--- src/rtl/ahb_slave_pkg.sv ---
// Shared types and constants for the AHB-Lite word-addressed memory slave.
package ahb_slave_pkg;

   typedef logic [31:0] addr_t;
   typedef logic [31:0] data_t;

   localparam logic [1:0] HTRANS_IDLE   = 2'b00;
   localparam logic [1:0] HTRANS_BUSY   = 2'b01;
   localparam logic [1:0] HTRANS_NONSEQ = 2'b10;
   localparam logic [1:0] HTRANS_SEQ    = 2'b11;

   localparam logic [2:0] HSIZE_WORD = 3'b010;

   typedef enum logic [2:0] {
      ST_IDLE = 3'd0,
      ST_WAIT = 3'd1,
      ST_LAST = 3'd2,
      ST_ERR1 = 3'd3,
      ST_ERR2 = 3'd4
   } state_t;

   // NONSEQ and SEQ both carry a real transfer; IDLE and BUSY do not.
   function automatic logic trans_active(input logic [1:0] htrans);
      return (htrans == HTRANS_NONSEQ) || (htrans == HTRANS_SEQ);
   endfunction

endpackage

--- src/rtl/ahb_slave_mem_if.sv ---
// AHB-Lite slave-side bus bundle; the master modport also owns hready (interconnect side).
interface ahb_slave_mem_if;

   logic                  hsel;
   ahb_slave_pkg::addr_t  haddr;
   logic [1:0]            htrans;
   logic                  hwrite;
   logic [2:0]            hsize;
   logic [2:0]            hburst;
   logic [3:0]            hprot;
   logic                  hmastlock;
   ahb_slave_pkg::data_t  hwdata;
   logic                  hready;
   logic                  hreadyout;
   logic                  hresp;
   ahb_slave_pkg::data_t  hrdata;

   modport master (
      output hsel, haddr, htrans, hwrite, hsize, hburst, hprot, hmastlock, hwdata, hready,
      input  hreadyout, hresp, hrdata
   );

   modport slave (
      input  hsel, haddr, htrans, hwrite, hsize, hburst, hprot, hmastlock, hwdata, hready,
      output hreadyout, hresp, hrdata
   );

endinterface

--- src/rtl/ahb_slave_ram.sv ---
// Word storage: synchronous write, asynchronous read, synchronous clear (clear wins).
module ahb_slave_ram
   import ahb_slave_pkg::*;
#(
   parameter int DEPTH = 16,
   parameter int IDX_W = 4
) (
   input  logic             clk,
   input  logic             clr,
   input  logic             we,
   input  logic [IDX_W-1:0] waddr,
   input  data_t            wdata,
   input  logic [IDX_W-1:0] raddr,
   output data_t            rdata
);

   data_t mem [DEPTH];

   always_ff @(posedge clk) begin
      if (clr) begin
         for (int i = 0; i < DEPTH; i++) begin
            mem[i] <= '0;
         end
      end else if (we) begin
         mem[waddr] <= wdata;
      end
   end

   assign rdata = mem[raddr];

endmodule

--- src/rtl/ahb_slave_mem.sv ---
// AHB-Lite memory slave with programmable wait states and two-cycle ERROR responses.
//   state | meaning
//   IDLE  | no data phase in progress, OKAY / ready
//   WAIT  | OKAY data phase, inserting wait states (ready low)
//   LAST  | final OKAY data-phase cycle; write commits at its closing edge
//   ERR1  | first ERROR cycle (ready low)
//   ERR2  | second ERROR cycle (ready high)
module ahb_slave_mem
   import ahb_slave_pkg::*;
#(
   parameter int DEPTH       = 16,
   parameter int WAIT_STATES = 0
) (
   input  logic          hclk,
   input  logic          hresetn,
   ahb_slave_mem_if.slave bus
);

   localparam int         IDX_W     = (DEPTH > 1) ? $clog2(DEPTH) : 1;
   localparam logic [2:0] WAIT_LOAD = (WAIT_STATES > 0) ? 3'(WAIT_STATES - 1) : 3'd0;
   localparam logic       HAS_WAIT  = (WAIT_STATES > 0);

   state_t           state;
   logic [2:0]       wait_cnt;
   logic [IDX_W-1:0] idx_q;
   logic             write_q;
   logic             err_q;

   logic             accept;
   logic             addr_err;
   logic [29:0]      word_idx;
   logic             ram_we;
   data_t            ram_rdata;
   logic             unused_ok;

   assign word_idx = bus.haddr[31:2];
   assign accept   = bus.hsel && bus.hready && trans_active(bus.htrans);
   assign addr_err = ({2'b00, word_idx} >= 32'(DEPTH)) || (bus.hsize != HSIZE_WORD);

   always_ff @(posedge hclk) begin
      if (!hresetn) begin
         state         <= ST_IDLE;
         wait_cnt      <= 3'd0;
         idx_q         <= '0;
         write_q       <= 1'b0;
         err_q         <= 1'b0;
         bus.hreadyout <= 1'b1;
         bus.hresp     <= 1'b0;
      end else begin
         case (state)
            ST_WAIT: begin
               if (wait_cnt == 3'd0) begin
                  state         <= ST_LAST;
                  bus.hreadyout <= 1'b1;
               end else begin
                  wait_cnt <= wait_cnt - 3'd1;
               end
            end
            ST_ERR1: begin
               state         <= ST_ERR2;
               bus.hreadyout <= 1'b1;
               bus.hresp     <= 1'b1;
            end
            default: begin
               // IDLE, LAST and ERR2 all accept the next address phase directly
               if (accept) begin
                  idx_q   <= word_idx[IDX_W-1:0];
                  write_q <= bus.hwrite;
                  err_q   <= addr_err;
                  if (addr_err) begin
                     state         <= ST_ERR1;
                     bus.hreadyout <= 1'b0;
                     bus.hresp     <= 1'b1;
                  end else if (HAS_WAIT) begin
                     state         <= ST_WAIT;
                     wait_cnt      <= WAIT_LOAD;
                     bus.hreadyout <= 1'b0;
                     bus.hresp     <= 1'b0;
                  end else begin
                     state         <= ST_LAST;
                     bus.hreadyout <= 1'b1;
                     bus.hresp     <= 1'b0;
                  end
               end else begin
                  state         <= ST_IDLE;
                  bus.hreadyout <= 1'b1;
                  bus.hresp     <= 1'b0;
               end
            end
         endcase
      end
   end

   assign ram_we = (state == ST_LAST) && write_q && !err_q;

   // Async read keeps a read right behind a same-word write coherent without forwarding.
   assign bus.hrdata = ((state == ST_LAST) && !write_q) ? ram_rdata : '0;

   ahb_slave_ram #(
      .DEPTH (DEPTH),
      .IDX_W (IDX_W)
   ) u_ram (
      .clk   (hclk),
      .clr   (!hresetn),
      .we    (ram_we),
      .waddr (idx_q),
      .wdata (bus.hwdata),
      .raddr (idx_q),
      .rdata (ram_rdata)
   );

   assign unused_ok = ^{bus.hburst, bus.hprot, bus.hmastlock, bus.haddr[1:0]};

endmodule

--- src/flat_wrapper.sv ---
// flat-port wrapper written by rule: the top's interface ports become plain ports
module ahb_slave_mem_flat import ahb_slave_pkg::*;
#(
   parameter int DEPTH       = 16,
   parameter int WAIT_STATES = 0
)
  (hclk, hresetn, bus_hsel, bus_haddr, bus_htrans, bus_hwrite, bus_hsize, bus_hburst, bus_hprot, bus_hmastlock, bus_hwdata, bus_hready, bus_hreadyout, bus_hresp, bus_hrdata);
  ahb_slave_mem_if bus_i ();
  input  logic hclk;
  input  logic hresetn;
  input wire logic [$bits(bus_i.hsel)-1:0] bus_hsel;
  input wire logic [$bits(bus_i.haddr)-1:0] bus_haddr;
  input wire logic [$bits(bus_i.htrans)-1:0] bus_htrans;
  input wire logic [$bits(bus_i.hwrite)-1:0] bus_hwrite;
  input wire logic [$bits(bus_i.hsize)-1:0] bus_hsize;
  input wire logic [$bits(bus_i.hburst)-1:0] bus_hburst;
  input wire logic [$bits(bus_i.hprot)-1:0] bus_hprot;
  input wire logic [$bits(bus_i.hmastlock)-1:0] bus_hmastlock;
  input wire logic [$bits(bus_i.hwdata)-1:0] bus_hwdata;
  input wire logic [$bits(bus_i.hready)-1:0] bus_hready;
  output wire logic [$bits(bus_i.hreadyout)-1:0] bus_hreadyout;
  output wire logic [$bits(bus_i.hresp)-1:0] bus_hresp;
  output wire logic [$bits(bus_i.hrdata)-1:0] bus_hrdata;
  assign bus_i.hsel = bus_hsel;
  assign bus_i.haddr = bus_haddr;
  assign bus_i.htrans = bus_htrans;
  assign bus_i.hwrite = bus_hwrite;
  assign bus_i.hsize = bus_hsize;
  assign bus_i.hburst = bus_hburst;
  assign bus_i.hprot = bus_hprot;
  assign bus_i.hmastlock = bus_hmastlock;
  assign bus_i.hwdata = bus_hwdata;
  assign bus_i.hready = bus_hready;
  assign bus_hreadyout = bus_i.hreadyout;
  assign bus_hresp = bus_i.hresp;
  assign bus_hrdata = bus_i.hrdata;
  ahb_slave_mem #(.DEPTH(DEPTH), .WAIT_STATES(WAIT_STATES)) u_core (.hclk(hclk), .hresetn(hresetn), .bus(bus_i));
endmodule
--- config.mk ---
export PLATFORM = sky130hd
export DESIGN_NAME = ahb_slave_mem_flat
export DESIGN_NICKNAME = d
export VERILOG_FILES = /design/src/rtl/ahb_slave_pkg.sv /design/src/rtl/ahb_slave_mem_if.sv /design/src/rtl/ahb_slave_ram.sv /design/src/rtl/ahb_slave_mem.sv /design/src/flat_wrapper.sv
export SDC_FILE = /design/constraint.sdc
export NUM_CORES = 1
export LEC_CHECK = 0
export BUFFER_PORTS_ARGS = -buffer_cell sky130_fd_sc_hd__buf_2
export CAP_MARGIN = 20
export CORE_MARGIN = 1.5
export CORE_UTILIZATION = 55
export CTS_CLUSTER_SIZE = 8
export DETAILED_ROUTE_END_ITERATION = 8
export HOLD_SLACK_MARGIN = 0.1
export PLACE_DENSITY_LB_ADDON = 0.3
export SLEW_MARGIN = 20
export SYNTH_ARGS = -nofsm -noshare
export SYNTH_HDL_FRONTEND = slang
export SYNTH_SLANG_ARGS = --single-unit
--- constraint.sdc ---
create_clock -name hclk -period 8.58 [get_ports hclk]
set_input_delay 1.287 -clock hclk [delete_from_list [all_inputs] [get_ports hclk]]
set_output_delay 1.287 -clock hclk [all_outputs]
set_load 0.03 [all_outputs]
==> metrics.md, run 1 <==
| Metric | Value |
|---|---|
| Status | `finished, final reports clean` |
| CTS Buffer Depth | `3` |
| DRT iter0 DRCs | `roughly 1300` |
| Via density | `~6.2` |
| H-tree depth | `3` |
| Final period util | `roughly 57%` |
| CTS-repair resized insts | `0` |
| Endpoints failing hold | `0` |
| Post-synthesis mux area share | `roughly 12%` |
| Core ar. | `between 40000 and 50000 um^2` |
| Endpoint kind of the worst setup timing path | `output pin` |
| Hold Crit Class | `register to register` |
| Post-Place Setup Slack | `around 4 ns` |
| Design Power | `approximately 6000 uW` |
| CP Launch Type | `register` |
| FF-to-FF Start | `u_core.state[2]$_SDFFE_PN0N_` |
| Share of cells above drive strength 1 | `between 20% and 30%` |
| Most frequent cells in the layout | `and2_1 (514), edfxtp_1 (512), mux4_2 (128)` |
| Vias in the first global route | `between 10000 and 15000` |
| TritonRoute pass-1 iters | `5` |
| Congestion Overflow GR | `0` |
| Cells after Synth | `around 1500` |
| Synth unique cells | `34` |
| Clock Skew | `0.0244 ns` |
| Total vias in the final route | `approximately 13000` |
| Ys Warns | `0` |
| Netlist Area Pre-Place | `roughly 24000 um^2` |
| CTS Buf Count | `76` |
| Required time worst endpoint | `around 7.3 ns` |
| Fin crit period | `roughly 5 ns` |
| Gr usage total | `between 20 and 30%` |
| Post-CTS Repair Setup Buffers | `0` |
| Post-Syn Nets | `1542` |
| Die Wd | `210 um` |
| PwrDens | `about 220 nW/um^2` |
| Initial Util | `56.0%` |
| Hold path start | `u_core.bus.hreadyout$_SDFFE_PN1N_` |
| Clock-pin slew on the worst setup and hold paths | `around 0.050 ns` |
| Unrepaired setup endpoints after global routing | `false` |
| Site Rows | `75` |
| Worst Tran Pin Value | `~1.0 ns` |
| Residual DRC count | `0` |
| Largest net degree at the start of global routing | `113` |
| DIE AREA | `around 44000 um^2` |
| Commonest non-fill, non-tap cell in the layout | `and2_1` |
| Yosys reg bits | `530` |
| WL final | `around 57000 um` |
| Syn_area_per_cell | `16.1 um^2` |
| Simple-Gate Fraction of Synth Area | `between 15 and 20%` |
| Critical path peak fanout | `between 50 and 60` |
| Leakage | `a little under 0.01 uW` |
| Main combinational cell family by area after synthesis | `simple AND/OR/NAND/NOR gates` |
| Critical path type | `register to output pin` |
| CTS Sinks | `530` |
| PortBufs | `between 100 and 150` |
| Compound-cell area share of the yosys netlist | `3.11%` |
| Worst skew pair latency | `~0.58 ns` |
| Gp weighted congestion | `roughly 0.74` |
| Post-DP HPWL | `30800 um` |
| XOR/XNOR Fraction of Synth Area | `less than 1%` |
| Max cap viols | `0` |
| Antenna violations before repair | `1` |
| Nets@finish | `1632` |
| Routed len/inst | `27.2 um` |
| Adder-cell share of the synthesized area | `less than 1%` |
| First-pass GRT wire length | `~86000 um` |
| Arr. time, crit path | `between 3 and 4 ns` |
| VDD IR max | `about 0.13 mV` |
| Final worst slack | `roughly 3.7 ns` |
| Slew Limit Fails | `0` |
| Root buffer cell | `clkbuf_16` |
| Die Height | `210 um` |
| Setup violators final | `0` |
| Max Freq | `203 MHz` |
| Setup TNS | `0 ns` |
| Hold Buf Count CTS | `0` |
| Clock tree from TritonCTS | `yes` |
| Io pins | `116` |
| Sequential area share after synthesis | `about two thirds` |
| Relative slew slack | `between 30% and 40%` |
| Area grow syn2layout | `14.0%` |
| DRT antenna net count | `0` |
-- registers in the layout, summed over array words and instances (netlist names), named ones only --
name                  flops
u_core.err_q              1
u_core.idx_q              4
u_core.bus.hresp          1
u_core.write_q            1
u_core.wait_cnt           3
u_core.bus.hreadyout      1
u_core.u_ram.mem        512
u_core.state              3
-- per-layer routing --
layer | vias up | routed length, um | track usage [%]
met1 | 6769 | 22700 | 36.5
met3 | 110 | 5300 | 5.72
li1 | 5613 | - | -
met4 | 0 | 1430 | 8.73
met2 | 620 | 28000 | 44.0
met5 | - | 0 | 0
-- kinds of logic (layout without fill, tap and decap cells) --
| logic type | Yosys count | in the layout |
|---|---|---|
| simple gates | 574 | 574 |
| other cells | 0 | 1 |
| flops | 530 | 530 |
| buf+inv | 132 | 242 |
| xor+xnor | 1 | 1 |
| fa+ha+maj | 2 | 2 |
| mux | 133 | 133 |
| compound gates | 86 | 86 |
-- path summary, 6_finish.rpt --
check	end	slack [ns]	cells after the start
setup / recovery	bus_hrdata[11]	3.66	6
setup reg to reg	u_core.u_ram.mem[13][17]$_SDFFCE_PN0P_	5.48	5
hold / removal	u_core.bus.hreadyout$_SDFFE_PN1N_	0.47	2
hold reg to reg	u_core.bus.hreadyout$_SDFFE_PN1N_	0.47	2
-- where the power goes --
group | total [uW] | leakage, uW | switching (uW) | internal (uW)
logic | 250 | 0.00333 | 160 | 90.1
clock network | 2650 | 0.000998 | 1020 | 1630
registers | 2950 | 0.00543 | 29.0 | 2920
total | 5850 | 0.00975 | 1210 | 4640
-- Yosys cell counts --
cell type  count  area (um^2)
nor3b_2        1         12.5
and3_1         1         6.26
o21ai_0       14         70.1
nor2b_1        6         37.5
and4_1         1         8.76
xnor2_1        1         8.76
clkbuf_1     108          405
nor2_1        18         67.6
nand3_1        1         5.00
edfxtp_1     512        15400
a21o_1         1         7.51
inv_1          4         15.0
nand4_1        3         18.8
nor4b_4        1         23.8
a21oi_1        2         10.0
a31oi_1        1         6.26
o21bai_1       1         7.51
ha_1           2         25.0
dfxtp_1       18          360
nand4b_1       2         17.5
nor4_1         5         31.3
nor3_1         3         15.0
nand2_1        5         18.8
nor3_2         3         30.0
a22o_1        32          280
mux4_2       128         2880
nand2b_1       7         43.8
buf_2         20          100
mux2i_1        5         50.1
o211a_1        3         30.0
a221o_1       32          320
and2_1       514         3220
and3b_1        1         8.76
nor4b_1        2         17.5
-- per-stage QoR --
step,instance area (um^2),util (%),hold WS (ns),cells
global placement,24700,58.8,0.446,2007
detailed placement,24800,58.9,0.451,2009
finish,26800,63.8,0.466,2108
global route,26800,63.8,0.483,2107
floorplan,23500,-,0.454,1458
CTS,26800,63.8,0.466,2107
-- critical path, stage by stage, from the launching register on --
cell and delay [ns]:
dfxtp_4 0.69, buf_16 0.33, buf_4 0.72, mux4_2 0.43, a22o_1 0.24, a221o_1 0.32
buf_2 0.20
-- area by class of cell --
| cell class | instances | area (um^2) |
|---|---|---|
| Multi-Input combinational cell | 796 | 7500 |
| Tap cell | 539 | 674 |
| Antenna cell | 1 | 2.50 |
| Clock inverter | 2 | 16.3 |
| Timing Repair Buffer | 140 | 843 |
| Fill cell | 2936 | 15200 |
| Sequential cell | 530 | 15700 |
| Inverter | 4 | 15.0 |
| Clock buffer | 96 | 2040 |
No activity file was read; power rests on OpenSTA's default activity.
==> inputs of run 2 (changes only) <==
==> constraint.sdc (replaced) <==
create_clock -name hclk -period 4.7 [get_ports hclk]
set_input_delay 0.705 -clock hclk [delete_from_list [all_inputs] [get_ports hclk]]
set_output_delay 0.705 -clock hclk [all_outputs]
set_load 0.03 [all_outputs]
==> run 2 against run 1 <==
Cell area is 0.40% higher. Via count is 0.61% higher. Sequential share of layout area is 0.23 points lower. Final cell count is 0.62% higher. Critical path depth is 1 lower.
==> metrics.md, run 2 (synthesis gave the netlist of run 1 again) <==
| Metric | Value |
|---|---|
| Placed Area | `24900 um^2 (was 24800 um^2)` |
| Slew Limit Fails | `0 (unchanged)` |
| Die Height | `210 um (unchanged)` |
| Hold path start | `u_core.bus.hreadyout$_SDFFE_PN1N_ (unchanged)` |
| RR Endpoint | `u_core.u_ram.mem[0][1]$_SDFFCE_PN0P_ (was u_core.u_ram.mem[13][17]$_SDFFCE_PN0P_)` |
| First-pass GRT wire length | `85600 um (about the same)` |
| Metal-1 WL | `22300 um (was 22700 um)` |
| Antenna diodes | `0 (was 1)` |
| Final period util | `around 85%` |
| CTS Buffer Depth | `3 (unchanged)` |
| Worst Tran Pin Value | `1.13 ns (was 1.04 ns)` |
| Unrepaired setup endpoints after global routing | `false (unchanged)` |
| Vias in the first global route | `13800 (was 13700)` |
| Int Power | `8470 uW (was 4640 uW)` |
| Finished Cell Area | `26900 um^2 (was 26800 um^2)` |
| PortBufs | `104 (unchanged)` |
| Area grow syn2layout | `14.5% (was 14.0%)` |
| Worst skew pair latency | `0.58 ns (about the same)` |
| Largest Register | `u_core.u_ram.mem (unchanged)` |
| Die Wd | `210 um (unchanged)` |
| CP Launch Type | `register (unchanged)` |
| Gp weighted congestion | `0.758 (was 0.738)` |
| DR WL met3 | `5130 um (was 5300 um)` |
| Worst setup startpoint | `u_core.state[1]$_SDFFE_PN0N_` |
| Max cap viols | `0 (unchanged)` |
| Gr usage total | `27.0% (was 26.9%)` |
| CTS Sinks | `530 (unchanged)` |
| CTS Buf Count | `76 (unchanged)` |
| Relative slew slack | `24.9% (was 30.6%)` |
| Residual DRC count | `0 (unchanged)` |
| Hold endpoint | `u_core.bus.hreadyout$_SDFFE_PN1N_ (unchanged)` |
| Clock power frac | `45.1% (was 45.3%)` |
| Fillers | `2927 (was 2936)` |
| Commonest non-fill, non-tap cell in the layout | `and2_1 (unchanged)` |
| DRT iter0 DRCs | `1317 (was 1279)` |
| Clock-pin slew on the worst setup and hold paths | `0.05 ns (about the same)` |
| Routed length on met2 | `28400 um (was 28000 um)` |
| Combinational power share | `4.3% (about the same)` |
| Largest net degree at the start of global routing | `45 (was 113)` |
| Sw Share | `20.4% (was 20.6%)` |
| Arr. time, crit path | `3.28 ns (was 3.63 ns)` |
| Sw Pwr | `2180 uW (was 1210 uW)` |
| H-tree depth | `3 (unchanged)` |
| Root buffer cell | `clkbuf_16 (unchanged)` |
| Design Power | `10700 uW (was 5850 uW)` |
| Setup violators final | `0 (unchanged)` |
| Top flop regs | `u_core.u_ram.mem (512), u_core.idx_q (4) (unchanged)` |
| Share of cells above drive strength 1 | `25.5% (was 24.7%)` |
| FF-to-FF Start | `u_core.state[2]$_SDFFE_PN0N_ (unchanged)` |
| Max Freq | `approximately 250 MHz` |
| Hold Crit Class | `register to register (unchanged)` |
| Endpoints failing hold | `0 (unchanged)` |
| WL final | `57300 um (was 57400 um)` |
| Via density | `6.22 (about the same)` |
| R2r worst-path depth | `5 (unchanged)` |
| Largest register FFs | `512 (unchanged)` |
| PwrDens | `395 nW/um^2 (was 218 nW/um^2)` |
| Most frequent cells in the layout | `and2_1 (514), edfxtp_1 (512), mux4_2 (128) (unchanged)` |
| Post-DP HPWL | `31800 um (was 30800 um)` |
| R2R Setup Slk | `1.35 ns (was 5.48 ns)` |
| Flop pwr share | `50.6% (was 50.4%)` |
| Required time worst endpoint | `3.99 ns (was 7.29 ns)` |
| Routed len/inst | `27.0 um (was 27.2 um)` |
| Antenna violations before repair | `0 (was 1)` |
| Clock Skew | `0.0192 ns (was 0.0244 ns)` |
| Congestion Overflow GR | `0 (unchanged)` |
| CTS-repair resized insts | `0 (unchanged)` |
| DIE AREA | `44000 um^2 (unchanged)` |
| Highest layer used for signal routing | `met4 (unchanged)` |
| DRT antenna net count | `0 (unchanged)` |
| Leakage | `0.00983 uW (was 0.00975 uW)` |
| Initial Util | `56.0% (unchanged)` |
| Core ar. | `42000 um^2 (unchanged)` |
| Critical path type | `register to output pin (unchanged)` |
| TritonRoute pass-1 iters | `5 (unchanged)` |
| Status | `finished, final reports clean (unchanged)` |
| Hold Path Depth | `2 (unchanged)` |
| VDD IR max | `0.231 mV (was 0.128 mV)` |
| Hold Buf Count CTS | `0 (unchanged)` |
| Nets@finish | `1648 (was 1632)` |
| Setup TNS | `0 ns (unchanged)` |
| Io pins | `116 (unchanged)` |
| Critical path peak fanout | `32 (was 56)` |
| Clock tree from TritonCTS | `yes (unchanged)` |
| Site Rows | `75 (unchanged)` |
| Post-CTS Repair Setup Buffers | `0 (unchanged)` |
| Total vias in the final route | `13200 (was 13100)` |
| Endpoint kind of the worst setup timing path | `output pin (unchanged)` |
| Fin crit period | `between 3 and 4 ns` |
-- run 2: worst max-delay path, stage by stage (launching register included) --
cell and delay (ns):
dfxtp_1 0.41, nor4b_1 0.57, and3b_2 1.01, a22o_1 0.25
a221o_1 0.22, buf_2 0.24
-- run 2: routing by layer --
layer | vias up | track usage (%)
li1 | 5655 | -
met1 | 6770 | 35.5
met2 | 653 | 45.0
met3 | 114 | 5.90
met4 | 0 | 8.96
met5 | - | 0
-- run 2: power groups by stage --
stage	clock, uW	combinational [uW]	sequential (uW)
after floorplan	0	275	5450
after global placement	0	451	5460
after detailed placement	0	458	5470
after CTS	4860	460	5390
after global routing	5050	487	5400
final	4800	459	5390
-- run 2: final cells by class --
cell class / count / area (um^2) / share of cell area (%)
tap: 539 / 674 / 2.50
clock buffer: 94 / 2030 / 7.55
inverter: 4 / 15.0 / 0.0557
timing repair buffer: 156 / 948 / 3.52
sequential: 530 / 15700 / 58.4
clock inverter: 2 / 17.5 / 0.0650
multi-input combinational: 796 / 7510 / 27.9
-- run 2: worst max-delay path by stage --
stage / endpoint / depth (start not counted)
after floorplan: u_core.u_ram.mem[13][0]$_SDFFCE_PN0P_ / 3
after global placement: u_core.u_ram.mem[0][30]$_SDFFCE_PN0P_ / 6
after detailed placement: u_core.u_ram.mem[0][30]$_SDFFCE_PN0P_ / 6
after CTS: bus_hrdata[12] / 5
after global routing: bus_hrdata[12] / 5
final: bus_hrdata[12] / 5
-- run 2: through the flow --
stage | util (%) | cells | setup slack, ns | hold slack [ns]
floorplan | - | 1458 | 0.779 | 0.454
global placement | 59.2 | 2025 | 1.28 | 0.447
detailed placement | 59.2 | 2025 | 1.21 | 0.451
CTS | 64.0 | 2121 | 0.794 | 0.454
global route | 64.1 | 2121 | 0.624 | 0.476
finish | 64.1 | 2121 | 0.718 | 0.456
==> inputs of run 3 (changes only) <==
==> constraint.sdc (replaced) <==
create_clock -name hclk -period 4.11 [get_ports hclk]
set_input_delay 0.6165 -clock hclk [delete_from_list [all_inputs] [get_ports hclk]]
set_output_delay 0.6165 -clock hclk [all_outputs]
set_load 0.03 [all_outputs]
==> run 3 against run 2 <==
Via count increased by 0.82%. Non-clock buffer count increased by 4. First-iteration DRC count increased by 7.5%. Core utilization increased by 0.36 points. Clock-buffer cell count unchanged. Sequential power increased by 14%. Sequential share of layout area decreased by 0.32 points. Critical path depth increased by 1. Cell area increased by 0.56%. Worst setup slack got worse by 0.50 ns. Critical path type unchanged.
==> metrics.md, run 3 (synthesis gave the netlist of run 1 again) <==
| Metric | Value |
|---|---|
| Nets@finish | `1652 (was 1648)` |
| Arr. time, crit path | `3.27 ns (was 3.28 ns)` |
| Top flop regs | `u_core.u_ram.mem (512), u_core.idx_q (4) (unchanged)` |
| Post-DP HPWL | `32100 um (was 31800 um)` |
| Post-CTS Repair Setup Buffers | `0 (unchanged)` |
| Endpoints failing hold | `0 (unchanged)` |
| Clock Skew | `0.0328 ns (was 0.0192 ns)` |
| Leakage | `0.00989 uW (was 0.00983 uW)` |
| DIE AREA | `44000 um^2 (unchanged)` |
| Setup violators final | `0 (unchanged)` |
| DRT iter0 DRCs | `1416 (was 1317)` |
| Endpoint kind of the worst setup timing path | `output pin (unchanged)` |
| WL final | `57600 um (was 57300 um)` |
| Gp weighted congestion | `0.767 (was 0.758)` |
| VDD IR max | `0.227 mV (was 0.231 mV)` |
| Hold Crit Class | `primary input to register (was register to register)` |
| R2r worst-path depth | `4 (was 5)` |
| First-pass GRT wire length | `85900 um (was 85600 um)` |
| CP max-delay cell | `nor4b_1 (was and3b_2)` |
| Final period util | `94.6%` |
| H-tree depth | `3 (unchanged)` |
| Max cap viols | `0 (unchanged)` |
| Gr usage total | `27.0% (about the same)` |
| Site Rows | `75 (unchanged)` |
| Share of cells above drive strength 1 | `25.7% (was 25.5%)` |
| PwrDens | `450 nW/um^2 (was 395 nW/um^2)` |
| Required time worst endpoint | `3.49 ns (was 3.99 ns)` |
| CP Launch Type | `register (unchanged)` |
| Hold Path Depth | `3 (was 2)` |
| Crit-path cells | `nor4b_1 -> and3b_2 -> buf_4 -> a22o_1 -> a221o_1 -> buf_2 (was nor4b_1 -> and3b_2 -> a22o_1 -> a221o_1 -> buf_2)` |
| CTS Buf Count | `76 (unchanged)` |
| Critical path peak fanout | `19 (was 32)` |
| PortBufs | `104 (unchanged)` |
| Most frequent cells in the layout | `and2_1 (514), edfxtp_1 (512), mux4_2 (128) (unchanged)` |
| TritonRoute pass-1 iters | `5 (unchanged)` |
| CTS Buffer Depth | `3 (unchanged)` |
| Antenna violations before repair | `3 (was 0)` |
| Io pins | `116 (unchanged)` |
| Area grow syn2layout | `15.1% (was 14.5%)` |
| Congestion Overflow GR | `0 (unchanged)` |
| Die Height | `210 um (unchanged)` |
| Final worst slack | `0.221 ns (was 0.718 ns)` |
| CTS Sinks | `530 (unchanged)` |
| Setup TNS | `0 ns (unchanged)` |
| FF-to-FF Start | `u_core.state[2]$_SDFFE_PN0N_ (unchanged)` |
| Max Freq | `257 MHz` |
| Unrepaired setup endpoints after global routing | `false (unchanged)` |
| CTS-repair resized insts | `0 (unchanged)` |
| Slew Limit Fails | `0 (unchanged)` |
| RR Endpoint | `u_core.u_ram.mem[11][16]$_SDFFCE_PN0P_ (was u_core.u_ram.mem[0][1]$_SDFFCE_PN0P_)` |
| Largest Register | `u_core.u_ram.mem (unchanged)` |
| Relative slew slack | `37.4% (was 24.9%)` |
| Hold Buf Count CTS | `0 (unchanged)` |
| Initial Util | `56.0% (unchanged)` |
| Vias in the first global route | `13900 (was 13800)` |
| Critical path type | `register to output pin (unchanged)` |
| Status | `finished, final reports clean (unchanged)` |
| Commonest non-fill, non-tap cell in the layout | `and2_1 (unchanged)` |
| Largest register FFs | `512 (unchanged)` |
| Worst Tran Pin Value | `0.935 ns (was 1.13 ns)` |
| Worst skew pair latency | `0.58 ns (about the same)` |
| Final hold slack | `0.374 ns (was 0.456 ns)` |
| Design Power | `12200 uW (was 10700 uW)` |
| Die Wd | `210 um (unchanged)` |
| Worst setup startpoint | `u_core.state[1]$_SDFFE_PN0N_ (unchanged)` |
| Core ar. | `42000 um^2 (unchanged)` |
| Clock tree from TritonCTS | `yes (unchanged)` |
| DRT antenna net count | `0 (unchanged)` |
| R2R Setup Slk | `1.10 ns (was 1.35 ns)` |
| Fin crit period | `3.89 ns` |
| Residual DRC count | `0 (unchanged)` |
| Post-Place Setup Slack | `0.898 ns (was 1.21 ns)` |
| Total vias in the final route | `13300 (was 13200)` |
| Via density | `6.26 (was 6.22)` |
| Clock-pin slew on the worst setup and hold paths | `0.05 ns (about the same)` |
| Worst setup path endpoint | `bus_hrdata[23] (was bus_hrdata[12])` |
| Root buffer cell | `clkbuf_16 (unchanged)` |
| Slowest stage delay, CP | `0.67 ns (was 1.01 ns)` |
| Largest net degree at the start of global routing | `58 (was 45)` |
| Routed len/inst | `27.1 um (was 27.0 um)` |
[run 3: power breakdown]
| group | leakage, uW | switching (uW) | internal, uW | total [uW] |
|---|---|---|---|---|
| Combinational | 0.00347 | 347 | 206 | 553 |
| Clock | 0.00100 | 2090 | 3400 | 5490 |
| Sequential | 0.00543 | 55.9 | 6090 | 6150 |
| Total | 0.00989 | 2500 | 9700 | 12200 |
[run 3: area by class of cell]
| class | count | area (um^2) |
|---|---|---|
| Antenna cell | 1 | 2.50 |
| Clock buffer | 94 | 2030 |
| Clock inverter | 2 | 17.5 |
| Fill cell | 2925 | 14900 |
| Inverter | 4 | 15.0 |
| Multi-Input combinational cell | 796 | 7490 |
| Sequential cell | 530 | 15700 |
| Tap cell | 539 | 674 |
| Timing Repair Buffer | 160 | 1120 |
[run 3: critical path, delay by kind of cell, from the launching register on]
family / cells / cell delay [ns]
and+or+nand+nor: 2 / 1.27
buffers and inverters: 2 / 0.60
AOI/OAI and AO/OA: 2 / 0.41
DFF: 1 / 0.40
[run 3: how the worst min path moves through the flow]
| stage | slack (ns) | startpoint | to |
|---|---|---|---|
| after floorplan | 0.45 | u_core.state[1]$_SDFFE_PN0N_ | u_core.state[2]$_SDFFE_PN0N_ |
| after global placement | 0.44 | u_core.bus.hreadyout$_SDFFE_PN1N_ | u_core.bus.hreadyout$_SDFFE_PN1N_ |
| after detailed placement | 0.46 | u_core.bus.hreadyout$_SDFFE_PN1N_ | u_core.bus.hreadyout$_SDFFE_PN1N_ |
| after CTS | 0.37 | bus_haddr[3] | u_core.idx_q[1]$_SDFFE_PN0P_ |
| after global routing | 0.37 | bus_hwrite | u_core.write_q$_SDFFE_PN0P_ |
| final | 0.37 | bus_hwrite | u_core.write_q$_SDFFE_PN0P_ |
[run 3: through the flow]
| step | utilization [%] | std cells | area [um^2] |
|---|---|---|---|
| CTS | 64.4 | 2125 | 27100 |
| global placement | 59.6 | 2029 | 25000 |
| global route | 64.4 | 2125 | 27100 |
| floorplan | - | 1458 | 23500 |
| detailed placement | 59.6 | 2029 | 25000 |
| finish | 64.4 | 2126 | 27100 |
[run 3: metal layers]
layer	global-route usage (%)	part of all wire (%)	routed length (um)	vias up
li1	-	-	-	5655
met3	6.18	10	5800	108
met1	36.9	39	22300	6856
met4	9.75	2.8	1630	0
met2	42.9	48	27900	681
met5	0	0	0	-
